### config.mk
export PLATFORM = sky130hd
export DESIGN_NAME = accel_poll_sequencer_flat
export DESIGN_NICKNAME = d
export VERILOG_FILES = /design/src/rtl/accel_poll_sequencer_pkg.sv /design/src/rtl/accel_poll_sequencer_if.sv /design/src/rtl/accel_tick_gen.sv /design/src/rtl/accel_poll_sequencer.sv /design/src/flat_wrapper.sv
export SDC_FILE = /design/constraint.sdc
export NUM_CORES = 1
export LEC_CHECK = 0
export ABC_CLOCK_PERIOD_IN_PS = 4300
export CORE_MARGIN = 10
export CORE_UTILIZATION = 57
export CTS_BUF_LIST = sky130_fd_sc_hd__clkbuf_4
export DETAILED_ROUTE_END_ITERATION = 10
export PLACE_DENSITY = 0.86
export SYNTH_ARGS = -nofsm -noshare
export SYNTH_HDL_FRONTEND = slang
export SYNTH_SLANG_ARGS = --single-unit
### constraint.sdc
create_clock -name clk -period 4.3 [get_ports clk]
set_input_delay 0.86 -clock clk [delete_from_list [all_inputs] [get_ports clk]]
set_output_delay 0.86 -clock clk [all_outputs]
set_load 0.05 [all_outputs]
### src/rtl/accel_poll_sequencer_pkg.sv
// Shared register map, state encoding and transfer counts for the accelerometer poll sequencer.
package accel_poll_sequencer_pkg;

    localparam logic [5:0] REG_BW_RATE     = 6'h2C;
    localparam logic [5:0] REG_DATA_FORMAT = 6'h31;
    localparam logic [5:0] REG_POWER_CTL   = 6'h2D;
    localparam logic [5:0] REG_DATAX0      = 6'h32;

    localparam int NUM_CFG  = 3;
    localparam int NUM_DATA = 6;

    localparam logic [2:0] ST_CFG_ISSUE = 3'd0;
    localparam logic [2:0] ST_CFG_WAIT  = 3'd1;
    localparam logic [2:0] ST_WAIT_TICK = 3'd2;
    localparam logic [2:0] ST_RD_ISSUE  = 3'd3;
    localparam logic [2:0] ST_RD_WAIT   = 3'd4;
    localparam logic [2:0] ST_PUBLISH   = 3'd5;

    // Configuration write order: data rate, data format, then measure mode last.
    function automatic logic [5:0] cfg_addr(input logic [1:0] idx);
        case (idx)
            2'd0:    cfg_addr = REG_BW_RATE;
            2'd1:    cfg_addr = REG_DATA_FORMAT;
            default: cfg_addr = REG_POWER_CTL;
        endcase
    endfunction

endpackage

### src/rtl/accel_poll_sequencer_if.sv
// Command/response signals between the poll sequencer and the SPI master.
interface accel_poll_sequencer_if;
    logic       spi_start;
    logic       spi_rw;
    logic [5:0] spi_addr;
    logic [7:0] spi_wdata;
    logic       spi_busy;
    logic       spi_done;
    logic [7:0] spi_rdata;

    modport master (
        output spi_start, spi_rw, spi_addr, spi_wdata,
        input  spi_busy, spi_done, spi_rdata
    );

    modport slave (
        input  spi_start, spi_rw, spi_addr, spi_wdata,
        output spi_busy, spi_done, spi_rdata
    );
endinterface

### src/rtl/accel_tick_gen.sv
// Free-running divider: counts 0..SAMPLE_DIV-1 and emits a one-cycle tick on the wrap cycle.
module accel_tick_gen #(
    parameter int SAMPLE_DIV = 500000
) (
    input  logic clk,
    input  logic rst,
    output logic tick
);
    localparam int CNT_W = (SAMPLE_DIV > 1) ? $clog2(SAMPLE_DIV) : 1;
    localparam logic [CNT_W-1:0] LAST = CNT_W'(SAMPLE_DIV - 1);

    logic [CNT_W-1:0] cnt;

    always_ff @(posedge clk or posedge rst) begin
        if (rst)
            cnt <= '0;
        else if (cnt == LAST)
            cnt <= '0;
        else
            cnt <= cnt + 1'b1;
    end

    assign tick = (cnt == LAST);
endmodule

### src/rtl/accel_poll_sequencer.sv
// Configures the SPI accelerometer once, then polls its six data registers on every tick
// and publishes signed X/Y/Z samples; a per-transfer watchdog forces reconfiguration.
module accel_poll_sequencer
    import accel_poll_sequencer_pkg::*;
#(
    parameter int         SAMPLE_DIV  = 500000,
    parameter int         TIMEOUT     = 4096,
    parameter logic [7:0] BW_RATE_VAL = 8'h0A,
    parameter logic [7:0] FORMAT_VAL  = 8'h0B,
    parameter logic [7:0] POWER_VAL   = 8'h08
) (
    input  logic                   clk,
    input  logic                   rst,
    input  logic                   enable,
    input  logic                   err_clr,
    accel_poll_sequencer_if.master spi,
    output logic signed [15:0]     accel_x,
    output logic signed [15:0]     accel_y,
    output logic signed [15:0]     accel_z,
    output logic                   sample_valid,
    output logic                   cfg_done,
    output logic                   err_timeout,
    output logic                   err_overrun
);
    localparam int WD_W = $clog2(TIMEOUT + 1);
    localparam logic [WD_W-1:0] WD_LAST = WD_W'(TIMEOUT - 1);
    localparam int SH_W = 8 * (NUM_DATA - 1);

    logic [2:0]          state;
    logic [1:0]          cfg_idx;
    logic [2:0]          byte_idx;
    logic [WD_W-1:0]     wd_cnt;
    logic [SH_W-1:0]     shadow;
    logic [SH_W+7:0]     sample_word;
    logic                tick;
    logic                in_wait;
    logic                in_poll;
    logic                to_evt;
    logic                ovr_evt;
    logic                last_cfg;
    logic                last_byte;

    function automatic logic [7:0] cfg_wdata(input logic [1:0] idx);
        case (idx)
            2'd0:    cfg_wdata = BW_RATE_VAL;
            2'd1:    cfg_wdata = FORMAT_VAL;
            default: cfg_wdata = POWER_VAL;
        endcase
    endfunction

    accel_tick_gen #(.SAMPLE_DIV(SAMPLE_DIV)) u_tick (
        .clk  (clk),
        .rst  (rst),
        .tick (tick)
    );

    assign in_wait      = (state == ST_CFG_WAIT) || (state == ST_RD_WAIT);
    assign in_poll      = (state == ST_RD_ISSUE) || (state == ST_RD_WAIT) || (state == ST_PUBLISH);
    assign to_evt       = in_wait && !spi.spi_done && (wd_cnt == WD_LAST);
    assign ovr_evt      = tick && in_poll;
    assign last_cfg     = (cfg_idx == 2'(NUM_CFG - 1));
    assign last_byte    = (byte_idx == 3'(NUM_DATA - 1));
    assign sample_valid = (state == ST_PUBLISH);
    // The final byte is taken straight from the bus so all three axes update in one edge.
    assign sample_word  = {spi.spi_rdata, shadow};

    always_ff @(posedge clk) begin
        if (state == ST_RD_WAIT && spi.spi_done && !last_byte)
            shadow[{byte_idx, 3'b000} +: 8] <= spi.spi_rdata;
    end

    always_ff @(posedge clk or posedge rst) begin
        if (rst) begin
            state         <= ST_CFG_ISSUE;
            cfg_idx       <= '0;
            byte_idx      <= '0;
            wd_cnt        <= '0;
            spi.spi_start <= 1'b0;
            spi.spi_rw    <= 1'b0;
            spi.spi_addr  <= '0;
            spi.spi_wdata <= '0;
            accel_x       <= '0;
            accel_y       <= '0;
            accel_z       <= '0;
            cfg_done      <= 1'b0;
            err_timeout   <= 1'b0;
            err_overrun   <= 1'b0;
        end else begin
            spi.spi_start <= 1'b0;

            // A new error event in the same cycle as err_clr keeps the flag set.
            if (ovr_evt)      err_overrun <= 1'b1;
            else if (err_clr) err_overrun <= 1'b0;
            if (to_evt)       err_timeout <= 1'b1;
            else if (err_clr) err_timeout <= 1'b0;

            case (state)
                ST_CFG_ISSUE: begin
                    if (!spi.spi_busy) begin
                        spi.spi_start <= 1'b1;
                        spi.spi_rw    <= 1'b0;
                        spi.spi_addr  <= cfg_addr(cfg_idx);
                        spi.spi_wdata <= cfg_wdata(cfg_idx);
                        wd_cnt        <= '0;
                        state         <= ST_CFG_WAIT;
                    end
                end
                ST_CFG_WAIT: begin
                    if (spi.spi_done) begin
                        cfg_idx <= cfg_idx + 1'b1;
                        if (last_cfg) begin
                            cfg_done <= 1'b1;
                            state    <= ST_WAIT_TICK;
                        end else begin
                            state    <= ST_CFG_ISSUE;
                        end
                    end else if (to_evt) begin
                        cfg_done <= 1'b0;
                        cfg_idx  <= '0;
                        state    <= ST_CFG_ISSUE;
                    end else begin
                        wd_cnt <= wd_cnt + 1'b1;
                    end
                end
                ST_WAIT_TICK: begin
                    if (tick && enable) begin
                        byte_idx <= '0;
                        state    <= ST_RD_ISSUE;
                    end
                end
                ST_RD_ISSUE: begin
                    if (!spi.spi_busy) begin
                        spi.spi_start <= 1'b1;
                        spi.spi_rw    <= 1'b1;
                        spi.spi_addr  <= REG_DATAX0 + {3'b000, byte_idx};
                        wd_cnt        <= '0;
                        state         <= ST_RD_WAIT;
                    end
                end
                ST_RD_WAIT: begin
                    if (spi.spi_done) begin
                        byte_idx <= byte_idx + 1'b1;
                        if (last_byte) begin
                            accel_x <= $signed(sample_word[15:0]);
                            accel_y <= $signed(sample_word[31:16]);
                            accel_z <= $signed(sample_word[47:32]);
                            state   <= ST_PUBLISH;
                        end else begin
                            state   <= ST_RD_ISSUE;
                        end
                    end else if (to_evt) begin
                        cfg_done <= 1'b0;
                        cfg_idx  <= '0;
                        state    <= ST_CFG_ISSUE;
                    end else begin
                        wd_cnt <= wd_cnt + 1'b1;
                    end
                end
                ST_PUBLISH: state <= ST_WAIT_TICK;
                default:    state <= ST_CFG_ISSUE;
            endcase
        end
    end
endmodule

### src/flat_wrapper.sv
// flat-port wrapper written by rule: the top's interface ports become plain ports
module accel_poll_sequencer_flat import accel_poll_sequencer_pkg::*;
#(
    parameter int         SAMPLE_DIV  = 500000,
    parameter int         TIMEOUT     = 4096,
    parameter logic [7:0] BW_RATE_VAL = 8'h0A,
    parameter logic [7:0] FORMAT_VAL  = 8'h0B,
    parameter logic [7:0] POWER_VAL   = 8'h08
)
  (clk, rst, enable, err_clr, accel_x, accel_y, accel_z, sample_valid, cfg_done, err_timeout, err_overrun, spi_spi_start, spi_spi_rw, spi_spi_addr, spi_spi_wdata, spi_spi_busy, spi_spi_done, spi_spi_rdata);
  accel_poll_sequencer_if spi_i ();
  input  logic clk;
  input  logic rst;
  input  logic enable;
  input  logic err_clr;
  output logic signed [15:0] accel_x;
  output logic signed [15:0] accel_y;
  output logic signed [15:0] accel_z;
  output logic sample_valid;
  output logic cfg_done;
  output logic err_timeout;
  output logic err_overrun;
  output wire logic [$bits(spi_i.spi_start)-1:0] spi_spi_start;
  output wire logic [$bits(spi_i.spi_rw)-1:0] spi_spi_rw;
  output wire logic [$bits(spi_i.spi_addr)-1:0] spi_spi_addr;
  output wire logic [$bits(spi_i.spi_wdata)-1:0] spi_spi_wdata;
  input wire logic [$bits(spi_i.spi_busy)-1:0] spi_spi_busy;
  input wire logic [$bits(spi_i.spi_done)-1:0] spi_spi_done;
  input wire logic [$bits(spi_i.spi_rdata)-1:0] spi_spi_rdata;
  assign spi_spi_start = spi_i.spi_start;
  assign spi_spi_rw = spi_i.spi_rw;
  assign spi_spi_addr = spi_i.spi_addr;
  assign spi_spi_wdata = spi_i.spi_wdata;
  assign spi_i.spi_busy = spi_spi_busy;
  assign spi_i.spi_done = spi_spi_done;
  assign spi_i.spi_rdata = spi_spi_rdata;
  accel_poll_sequencer #(.SAMPLE_DIV(SAMPLE_DIV), .TIMEOUT(TIMEOUT), .BW_RATE_VAL(BW_RATE_VAL), .FORMAT_VAL(FORMAT_VAL), .POWER_VAL(POWER_VAL)) u_core (.clk(clk), .rst(rst), .enable(enable), .err_clr(err_clr), .spi(spi_i), .accel_x(accel_x), .accel_y(accel_y), .accel_z(accel_z), .sample_valid(sample_valid), .cfg_done(cfg_done), .err_timeout(err_timeout), .err_overrun(err_overrun));
endmodule
==> results of run 1 <==
## layout make-up
cell class / instances / area, sq um / area share, %
Inverter: 15 / 58.81 / 0.7923
Clock buffer: 19 / 142.6 / 1.922
Sequential cell: 142 / 3754 / 50.57
Tap cell: 140 / 175.2 / 2.360
Multi-Input combinational cell: 336 / 2310 / 31.12
Timing Repair Buffer: 83 / 813.3 / 10.96
Clock inverter: 12 / 168.9 / 2.276
## synth_stat cells (4+ instances only)
library cell | number | area (sq um)
sky130_fd_sc_hd__nand4_1 | 9 | 56.30
sky130_fd_sc_hd__nand2_1 | 45 | 168.9
sky130_fd_sc_hd__nor2b_1 | 4 | 25.02
sky130_fd_sc_hd__mux2_2 | 48 | 540.5
sky130_fd_sc_hd__xnor2_1 | 16 | 140.1
sky130_fd_sc_hd__xor2_1 | 9 | 78.83
sky130_fd_sc_hd__buf_4 | 9 | 67.56
sky130_fd_sc_hd__inv_1 | 14 | 52.55
sky130_fd_sc_hd__and4_1 | 4 | 35.03
sky130_fd_sc_hd__nor3_1 | 5 | 25.02
sky130_fd_sc_hd__nor4_1 | 13 | 81.33
sky130_fd_sc_hd__nand3_1 | 14 | 70.07
sky130_fd_sc_hd__and3_1 | 13 | 81.33
sky130_fd_sc_hd__nor2_1 | 37 | 138.9
sky130_fd_sc_hd__dfrtp_1 | 102 | 2552
sky130_fd_sc_hd__clkbuf_1 | 4 | 15.01
sky130_fd_sc_hd__a21oi_1 | 10 | 50.05
sky130_fd_sc_hd__buf_2 | 7 | 35.03
sky130_fd_sc_hd__ha_1 | 14 | 175.2
sky130_fd_sc_hd__and2_1 | 37 | 231.5
sky130_fd_sc_hd__o21ai_0 | 15 | 75.07
sky130_fd_sc_hd__edfxtp_1 | 40 | 1201
## cell usage in the layout (no fill, tap or decap), types with 9 or more instances in the layout
cell type / count
sky130_fd_sc_hd__dfrtp_1: 102
sky130_fd_sc_hd__clkdlybuf4s50_1: 76
sky130_fd_sc_hd__mux2_2: 48
sky130_fd_sc_hd__nand2_1: 45
sky130_fd_sc_hd__edfxtp_1: 40
sky130_fd_sc_hd__and2_1: 37
sky130_fd_sc_hd__nor2_1: 36
sky130_fd_sc_hd__clkbuf_4: 19
sky130_fd_sc_hd__xnor2_1: 16
sky130_fd_sc_hd__o21ai_0: 15
sky130_fd_sc_hd__nand3_1: 14
sky130_fd_sc_hd__ha_1: 14
sky130_fd_sc_hd__inv_1: 13
sky130_fd_sc_hd__nor4_1: 13
sky130_fd_sc_hd__and3_1: 13
sky130_fd_sc_hd__a21oi_1: 10
sky130_fd_sc_hd__nand4_1: 9
sky130_fd_sc_hd__xor2_1: 9
## layer usage
metal / track usage (%) / vias up / routed length (microns)
met2: 28.85 / 138 / 6657
li1: - / 1961 / -
met3: 4.894 / 29 / 770
met4: 6.374 / 0 / 317
met1: 19.04 / 2079 / 5397
met5: 0 / - / 0
## worst reg2reg max path: cells and delay by family (launching register included)
kind                       cells  cell delay, ps
adders and majority gates      2             580
buffers and inverters          1             160
DFF                            1             540
and+or+nand+nor                3            1470
## stage by stage
| step | hold slack, ps | util [%] |
|---|---|---|
| after floorplan | 441.7 | - |
| after CTS | 485.2 | 68.77 |
| after detailed placement | 460.2 | 65.88 |
| after global placement | 453.8 | 65.88 |
| after global routing | 500.2 | 68.77 |
| final | 482.0 | 68.77 |
## power by group through the flow
| stage | Combinational, mW | Sequential, mW | Clock (mW) |
|---|---|---|---|
| finish | 0.0775 | 1.38 | 0.931 |
| global placement | 0.0763 | 1.41 | 0 |
| detailed placement | 0.0778 | 1.41 | 0 |
| floorplan | 0.0383 | 1.42 | 0 |
| global route | 0.0841 | 1.39 | 0.995 |
| CTS | 0.0782 | 1.38 | 0.942 |
## flip-flops by register name, summed over array words and instances (netlist names)
register and count:
u_core.cfg_idx 2, u_core.spi.spi_start 1, u_core.cfg_done 1, u_core.spi.spi_rw 1, u_core.u_tick.cnt 19, u_core.byte_idx 3, u_core.accel_y 16, u_core.state 3
u_core.err_timeout 1, u_core.err_overrun 1, u_core.accel_x 16, u_core.shadow 40, u_core.spi.spi_wdata 3, u_core.spi.spi_addr 6, u_core.wd_cnt 13, u_core.accel_z 16
## final timing paths
| path | startpoint | to | slack, ps | cells past startpoint |
|---|---|---|---|---|
| worst min register to register | u_core.shadow[25] | u_core.accel_y[9] | 480 | 1 |
| worst min-delay path | u_core.shadow[25] | u_core.accel_y[9] | 480 | 1 |
| worst max register to register | u_core.byte_idx[0] | u_core.shadow[37] | 1240 | 6 |
| worst max-delay path | u_core.state[2] | sample_valid | 1010 | 3 |
| max in group asynchronous | rst | u_core.accel_y[7] | 2790 | 3 |
| min in group asynchronous | rst | u_core.accel_z[12] | 710 | 2 |
## logic make-up after synthesis
family,synth area share [%]
xor+xnor,3.515
simple gates,16.77
flops,60.25
compound gates,4.559
mux,8.998
buf+inv,3.032
fa+ha+maj,2.812
other cells,0.06020
==> results.yml, run 1 <==
pwr:
  post-layout-total-power_mw: 2.393
  seq_power_share_pct: 57.8
  p_per_area_nw_per_um2: 322.5
  pwr-share-clk_pct: 38.9
  switching_share_pct: 21.91
  power.ir.vdd_worst_mv: 0.2089
  power.static_leakage_nw: 3.129
  intPower_mw: 1.869
  combPwrFrac_pct: 3.2
  p_switching_uw: 524.4
placed_design:
  dp_hpwl_microns: 9514
  place_inst: 716
  worst_setup_slack_before_clock_tree_synthesis_ps: 1179
  dpl-instance-area_sq_um: 7111
  gp_congestion: 0.8972
  io_buffers: 76
clock_tree:
  clk_pin_slew_ps: 120
  cts_tree: "done"
  max-clock-path-buffers: 2
  clk_root_buffer_cell: "sky130_fd_sc_hd__clkbuf_4"
  cts_hold_buf: 0
  cts_htree_levels: 4
  cts_resized: 0
  cts_setup_buffers: 0
  cts_sinks: 142
  numCtsBuffers: 17
  clk-insertion-delay-late_ps: 540
logic_synthesis:
  synth.avg_cell_area_sq_um: 12.19
  syn-cell-area_sq_um: 6230
  synthArstFlopShare_pct: 71.83
  synth_seq_area_share_pct: 60.25
  post_synth_edffs: 40
  synth_cell_types: 51
  synth-warning-count: 0
  synth_ff_type: "sky130_fd_sc_hd__dfrtp_1"
  synthCells: 511
  ys_ff_latch: 142
drt:
  drt.antenna.violating_nets: 0
  first_pass_iters: 5
  avgViaCountPerCell: 5.632
  routed_wirelength_microns: 13140
  drcViolationCount: 0
  detailroute.via_count: 4207
  wire_per_inst_microns: 17.59
  drt-initial-drc-count: 260
flow_run:
  max_cap_viol_count: 0
global_routing:
  grt_remaining_overflow: 0
  pin_count_of_the_biggest_net_entering_global_routing: 44
  grt_first_pass_wirelength_microns: 21320
  grt_antenna_before_repair: 0
  first_global_vias: 4289
  gr-usage-all-layers_pct: 16.70
worst_setup_path:
  cp_slowest_stage_delay_ps: 810
  critPathArrivalTime_ps: 2430
  cp-end-kind: "output pin"
  crit_chain: "nor2b_1, and2_1, clkdlybuf4s50_1"
  cp_data_required_time_ps: 3440
  critical_path.top_delay_family: "buffers and inverters"
  timing.setup.critical_path_class: "flip-flop to output pin"
  start_kind: "flip-flop"
  crit_buf_inv: 1
  path_max_fanout: 20
  slowest_stage: "sky130_fd_sc_hd__clkdlybuf4s50_1"
timing:
  slew_viol_final: 0
  rsz0062_at_grt: "false"
  tightestPinTransition_ps: 890.6
  finalSetupViolations: 0
  fin_worst_skew_ps: 15.04
  worst_slew_margin_rel_pct: 39.98
  final_min_period_over_clock_period_pct: 76.48
  report.final.hold_viol_count: 0
  fmax_ghz: 0.3041
  period_needed_ps: 3289
  final.setup.tns_ps: 0
  post-route-worst-setup-slack_ps: 1011
status:
  run_status: "complete, no violations"
floorplanning:
  fp.dieW_microns: 124.5
  start_util_pct: 57.72
  floorplan.core_area_sq_um: 10790
  dieArea_sq_um: 15510
  core.rowCount: 38
  pin_count: 82
  die-height_microns: 124.5
cells_and_area:
  final_net_count: 623
  antennaDiodeCount: 0
  design_area_sq_um: 7422
  n_fill_cell: 776
  area_growth_syn_to_layout_pct: 19.14
  drive_gt1_share_pct: 15.98
  stdcell_count: 747
min_path:
  holdCritPathClass: "flip-flop to flip-flop"
Power figures use the tool's default switching activity.
==> inputs of run 2 (changes only) <==
--- a/config.mk
+++ b/config.mk
@@ -5,7 +5,7 @@
 export SDC_FILE = /design/constraint.sdc
 export NUM_CORES = 1
 export LEC_CHECK = 0
-export ABC_CLOCK_PERIOD_IN_PS = 4300
+export ABC_CLOCK_PERIOD_IN_PS = 3400
 export CORE_MARGIN = 10
 export CORE_UTILIZATION = 57
 export CTS_BUF_LIST = sky130_fd_sc_hd__clkbuf_4
==> constraint.sdc (replaced) <==
create_clock -name clk -period 3.4 [get_ports clk]
set_input_delay 0.68 -clock clk [delete_from_list [all_inputs] [get_ports clk]]
set_output_delay 0.68 -clock clk [all_outputs]
set_load 0.05 [all_outputs]
==> results.yml, run 2 (synthesized netlist as in run 1, its figures left out) <==
status:
  run_status: "complete, no violations"
global_routing:
  pin_count_of_the_biggest_net_entering_global_routing: 60
  grt_first_pass_wirelength_microns: 21710
  gr-usage-all-layers_pct: 16.85
  grt_remaining_overflow: 0
  first_global_vias: 4262
  grt_antenna_before_repair: 0
floorplanning:
  core.rowCount: 38
  dieArea_sq_um: 15510
  start_util_pct: 57.72
  pin_count: 82
  fp.dieW_microns: 124.5
  floorplan.core_area_sq_um: 10790
  die-height_microns: 124.5
pwr:
  combPwrFrac_pct: 3.3
  p_per_area_nw_per_um2: 402.2
  switching_share_pct: 25.20
  seq_power_share_pct: 58.6
  p_switching_uw: 753.7
  power.ir.vdd_worst_mv: 0.2820
  power.static_leakage_nw: 3.135
  pwr-share-clk_pct: 38.2
  intPower_mw: 2.237
cells_and_area:
  largest_reg_flops: 40
  reg_top3: "u_core.shadow x40, u_core.u_tick.cnt x19"
  antennaDiodeCount: 0
  mostFrequentLayoutCell: "sky130_fd_sc_hd__dfrtp_1"
  max_flop_register: "u_core.shadow"
  layout.cells.most_common_list: "sky130_fd_sc_hd__dfrtp_1, sky130_fd_sc_hd__clkdlybuf4s50_1, sky130_fd_sc_hd__mux2_2"
  area_growth_syn_to_layout_pct: 19.34
  final_net_count: 622
  drive_gt1_share_pct: 16.31
  finish.utilization_pct: 68.88
  n_fill_cell: 749
worst_setup_path:
  path_max_fanout: 14
  crit_chain: "nor2b_1, and2_1, clkdlybuf4s50_1"
  critPathArrivalTime_ps: 2290
  slowest_stage: "sky130_fd_sc_hd__clkdlybuf4s50_1"
  timing.setup.critical_path_class: "flip-flop to output pin"
  cp_slowest_stage_delay_ps: 810
  start_kind: "flip-flop"
  cp-end-kind: "output pin"
  crit_buf_inv: 1
  critical_path.top_delay_family: "buffers and inverters"
  cp_data_required_time_ps: 2720
clock_tree:
  cts_setup_buffers: 0
  clk-insertion-delay-late_ps: 560
  numCtsBuffers: 17
  cts_tree: "done"
  cts_sinks: 142
  max-clock-path-buffers: 2
  clk_pin_slew_ps: 130
  cts_hold_buf: 0
  cts_htree_levels: 4
  clk_root_buffer_cell: "sky130_fd_sc_hd__clkbuf_4"
  cts_resized: 0
timing:
  final_min_period_over_clock_period_pct: 87.23
  final.setup.tns_ps: 0
  post-route-worst-setup-slack_ps: 434.0
  rsz0062_at_grt: "false"
  slew_viol_final: 0
  period_needed_ps: 2966
  finalSetupViolations: 0
  tightestPinTransition_ps: 959.1
  fmax_ghz: 0.3372
  worst_slew_margin_rel_pct: 35.36
  report.final.hold_viol_count: 0
  fin_worst_skew_ps: 17.48
drt:
  avgViaCountPerCell: 5.515
  detail_route.wirelength.met1_microns: 5557
  drt.antenna.violating_nets: 0
  routed_wirelength_microns: 12950
  detailroute.via_count: 4120
  top_layer_used: "met4"
  drt-initial-drc-count: 275
  wire_per_inst_microns: 17.34
  wl_met3_microns: 715
  first_pass_iters: 5
  met2_wirelength_microns: 6510
  drcViolationCount: 0
placed_design:
  worst_setup_slack_before_clock_tree_synthesis_ps: 557.2
  dp_hpwl_microns: 9148
  io_buffers: 76
  gp_congestion: 0.8494
flow_run:
  max_cap_viol_count: 0
min_path:
  holdCritPathClass: "flip-flop to flip-flop"
==> run 2: changes by cell type in the layout (fill, tap and decap cells not counted), sizes merged <==
cell,previous run,this run
inv,16,22
bufinv,4,2
clkbuf,19,17
clkinvlp,3,1
buf,7,6
clkinv,4,5
==> run 2: final cells by class <==
type,count,area (sq um),area share [%]
clock buffers,17,127.6,1.717
clock inverters,15,178.9,2.407
inverters,15,58.81,0.7910
multi-input cells,336,2310,31.07
flip-flops and latches,142,3754,50.49
well taps,140,175.2,2.356
repair buffers,82,830.8,11.17
==> run 2: power groups by stage <==
| stage | clock network, mW | logic, mW | registers (mW) |
|---|---|---|---|
| 6_report | 1.14 | 0.0979 | 1.75 |
| 5_1_grt | 1.23 | 0.106 | 1.75 |
| 4_1_cts | 1.15 | 0.0993 | 1.75 |
| 3_5_place_dp | 0 | 0.0991 | 1.79 |
| 3_3_place_gp | 0 | 0.0972 | 1.79 |
| 2_1_floorplan | 0 | 0.0485 | 1.80 |
==> run 2: final timing paths <==
check | from | to | slack [ps] | cells past startpoint
worst max-delay path | u_core.state[1] | sample_valid | 430 | 3
worst min-delay path | u_core.spi.spi_wdata[3] | u_core.spi.spi_wdata[3] | 480 | 1
worst max register to register | u_core.byte_idx[0] | u_core.shadow[36] | 490 | 6
worst min register to register | u_core.spi.spi_wdata[3] | u_core.spi.spi_wdata[3] | 480 | 1
max in group asynchronous | rst | u_core.wd_cnt[5] | 2110 | 3
min in group asynchronous | rst | u_core.accel_x[3] | 590 | 2
==> run 2: through the flow <==
stage	instance area, sq um	total power [mW]	instances	hold WS, ps
after floorplan	6245	1.845	515	441.7
after global placement	7128	1.883	715	452.8
after detailed placement	7128	1.885	715	453.4
after CTS	7435	3.003	747	483.1
after global routing	7435	3.088	747	498.5
final	7435	2.991	747	476.1
==> run 2: per-layer routing <==
| layer | track usage, % | vias to the layer above |
|---|---|---|
| met1 | 20.18 | 2046 |
| met3 | 4.681 | 18 |
| met2 | 28.72 | 106 |
| met4 | 5.278 | 0 |
| met5 | 0 | - |
| li1 | - | 1950 |
==> inputs of run 3 (changes only) <==
--- a/config.mk
+++ b/config.mk
@@ -11,6 +11,8 @@
 export CTS_BUF_LIST = sky130_fd_sc_hd__clkbuf_4
 export DETAILED_ROUTE_END_ITERATION = 10
 export PLACE_DENSITY = 0.86
+export SLEW_MARGIN = 10
 export SYNTH_ARGS = -nofsm -noshare
 export SYNTH_HDL_FRONTEND = slang
+export SYNTH_HIERARCHICAL = 1
 export SYNTH_SLANG_ARGS = --single-unit
==> results.yml, run 3 <==
status:
  run_status: "complete, no violations"
timing:
  rsz0062_at_grt: "false"
  period_needed_ps: 3208
  finalSetupViolations: 0
  final_min_period_over_clock_period_pct: 94.36
  fin_worst_skew_ps: 14.29
  worst_slew_margin_rel_pct: 35.44
  fin_hold_ws_ps: 477.7
  slew_viol_final: 0
  report.final.hold_viol_count: 0
  fmax_ghz: 0.3117
  final.setup.tns_ps: 0
  tightestPinTransition_ps: 960.5
global_routing:
  first_global_vias: 4295
  grt_first_pass_wirelength_microns: 21650
  grt_remaining_overflow: 0
  grt_antenna_before_repair: 0
  gr-usage-all-layers_pct: 16.90
  pin_count_of_the_biggest_net_entering_global_routing: 49
min_path:
  hold_depth: 1
  whs_endpoint: "u_core/accel_z[3]"
  timing.hold.worst.start: "u_core/shadow[35]"
  holdCritPathClass: "flip-flop to flip-flop"
placed_design:
  dp_hpwl_microns: 9357
  gp_congestion: 0.9024
  io_buffers: 76
  dpl-instance-area_sq_um: 7176
drt:
  first_pass_iters: 5
  wire_per_inst_microns: 17.63
  drcViolationCount: 0
  drt-initial-drc-count: 448
  avgViaCountPerCell: 5.638
  detailroute.via_count: 4206
  routed_wirelength_microns: 13160
  drt.antenna.violating_nets: 0
floorplanning:
  fp.dieW_microns: 124.8
  pin_count: 82
  start_util_pct: 58.03
  core.rowCount: 38
  die-height_microns: 124.8
  floorplan.core_area_sq_um: 10790
  dieArea_sq_um: 15580
logic_synthesis:
  yosys.area.top_type_share_pct: 40.75
  synthCells: 510
  post_synth_main_area_contributors: "sky130_fd_sc_hd__dfrtp_1, sky130_fd_sc_hd__edfxtp_1, sky130_fd_sc_hd__mux2_2"
  synth_most_common_cell: "sky130_fd_sc_hd__dfrtp_1"
  syn-cell-area_sq_um: 6264
  ys_ff_latch: 142
  synth_seq_area_share_pct: 59.93
  synth_cell_types: 59
  synth_top_area_cell: "sky130_fd_sc_hd__dfrtp_1"
  synthArstFlopShare_pct: 71.83
  synth.avg_cell_area_sq_um: 12.28
  synth_ff_type: "sky130_fd_sc_hd__dfrtp_1"
  netlist_top_cells_count: "sky130_fd_sc_hd__dfrtp_1, sky130_fd_sc_hd__mux2_2, sky130_fd_sc_hd__and2_1, sky130_fd_sc_hd__edfxtp_1, sky130_fd_sc_hd__nor2_1"
  post_synth_edffs: 40
  synth-warning-count: 6
cells_and_area:
  antennaDiodeCount: 0
  n_fill_cell: 767
  layout.cells.most_common_list: "sky130_fd_sc_hd__dfrtp_1, sky130_fd_sc_hd__clkdlybuf4s50_1, sky130_fd_sc_hd__mux2_2"
  reg_top3: "u_core/shadow x40, u_core/u_tick/cnt x19"
  area.sequential_sq_um: 3754
  drive_gt1_share_pct: 16.83
  largest_reg_flops: 40
  design_area_sq_um: 7435
  area_growth_syn_to_layout_pct: 18.70
  mostFrequentLayoutCell: "sky130_fd_sc_hd__dfrtp_1"
  multi_input_area_sq_um: 2359
  max_flop_register: "u_core/shadow"
  final_net_count: 621
clock_tree:
  cts_htree_levels: 4
  cts_resized: 0
  clk_pin_slew_ps: 120
  max-clock-path-buffers: 2
  clk_root_buffer_cell: "sky130_fd_sc_hd__clkbuf_4"
  clk-insertion-delay-late_ps: 540
  cts_tree: "done"
  cts_setup_buffers: 0
  cts_hold_buf: 0
  numCtsBuffers: 17
  cts_sinks: 142
worst_setup_path:
  cp-end-kind: "output pin"
  crit_buf_inv: 1
  start_kind: "flip-flop"
  timing.setup.critical_path_class: "flip-flop to output pin"
  critical_path.top_delay_family: "buffers and inverters"
  cp_slowest_stage_delay_ps: 800
  crit-reg2reg-launch: "u_core/byte_idx[0]"
  crit_chain: "nor2b_1, and2_1, clkdlybuf4s50_1"
  ff_to_ff_setup_slack_ps: 700
  r2r.worst_path.cells: 8
  worst_r2r_endpoint: "u_core/shadow[37]"
  cp_data_required_time_ps: 2720
  path_max_fanout: 18
  critPathArrivalTime_ps: 2530
  slowest_stage: "sky130_fd_sc_hd__clkdlybuf4s50_1"
pwr:
  power.static_leakage_nw: 3.183
  power.ir.vdd_worst_mv: 0.4441
  p_per_area_nw_per_um2: 572.0
flow_run:
  max_cap_viol_count: 0
==> run 3: cell types whose count changed after synthesis, sizes merged, moves of 4 or more <==
cell	previous run	this run
nand2	46	34
and3	13	5
and2	37	44
nor2b	4	11
nor4	14	7
nand3	14	20
buf	18	14
xor2	9	5
==> run 3: logic make-up (layout without fill, tap and decap cells) <==
group	after synthesis	after routing	synth area share [%]
compound gates	56	56	5.953
xor+xnor	19	19	2.657
fa+ha+maj	13	13	2.597
buf+inv	36	128	2.777
flops	142	142	59.93
mux	51	51	9.129
other cells	1	5	0.05987
simple gates	192	192	16.90
==> run 3: layer usage <==
| layer | track usage, % | vias to the layer above | routed length [microns] |
|---|---|---|---|
| met3 | 5.957 | 25 | 963 |
| met4 | 7.046 | 0 | 224 |
| met5 | 0 | - | 0 |
| li1 | - | 1957 | - |
| met2 | 27.23 | 146 | 6542 |
| met1 | 20.14 | 2078 | 5424 |
==> run 3: through the flow <==
stage	worst slack, ps	util [%]	cells	power, mW
finish	191.7	68.88	746	4.253
global placement	659.0	66.49	715	3.214
global route	51.24	68.88	746	4.493
floorplan	583.2	-	514	2.904
detailed placement	593.2	66.49	715	3.266
CTS	185.4	68.88	746	4.277
==> run 3: how the worst max path moves through the flow <==
stage,endpoint,cells after the start,startpoint
after floorplan,u_core/accel_x[0],1,rst
after global placement,u_core/state[0],5,spi_spi_done
after detailed placement,u_core/shadow[35],5,spi_spi_done
after CTS,sample_valid,3,u_core/state[2]
after global routing,sample_valid,3,u_core/state[2]
final,sample_valid,3,u_core/state[2]
==> run 3: area by class of cell <==
type                    count  share of cell area (%)
multi-input cells         336                   31.72
inverters                  15                  0.7742
flip-flops and latches    142                   50.49
clock inverters            13                   1.666
clock buffers              18                   1.818
repair buffers             82                   11.17
well taps                 140                   2.356
==> run 3: power by group <==
part,internal [mW],switching [mW],total (mW)
clock network,0.431,0.577,1.01
registers,1.88,0.176,2.06
logic,0.435,0.752,1.19
total,2.75,1.51,4.25
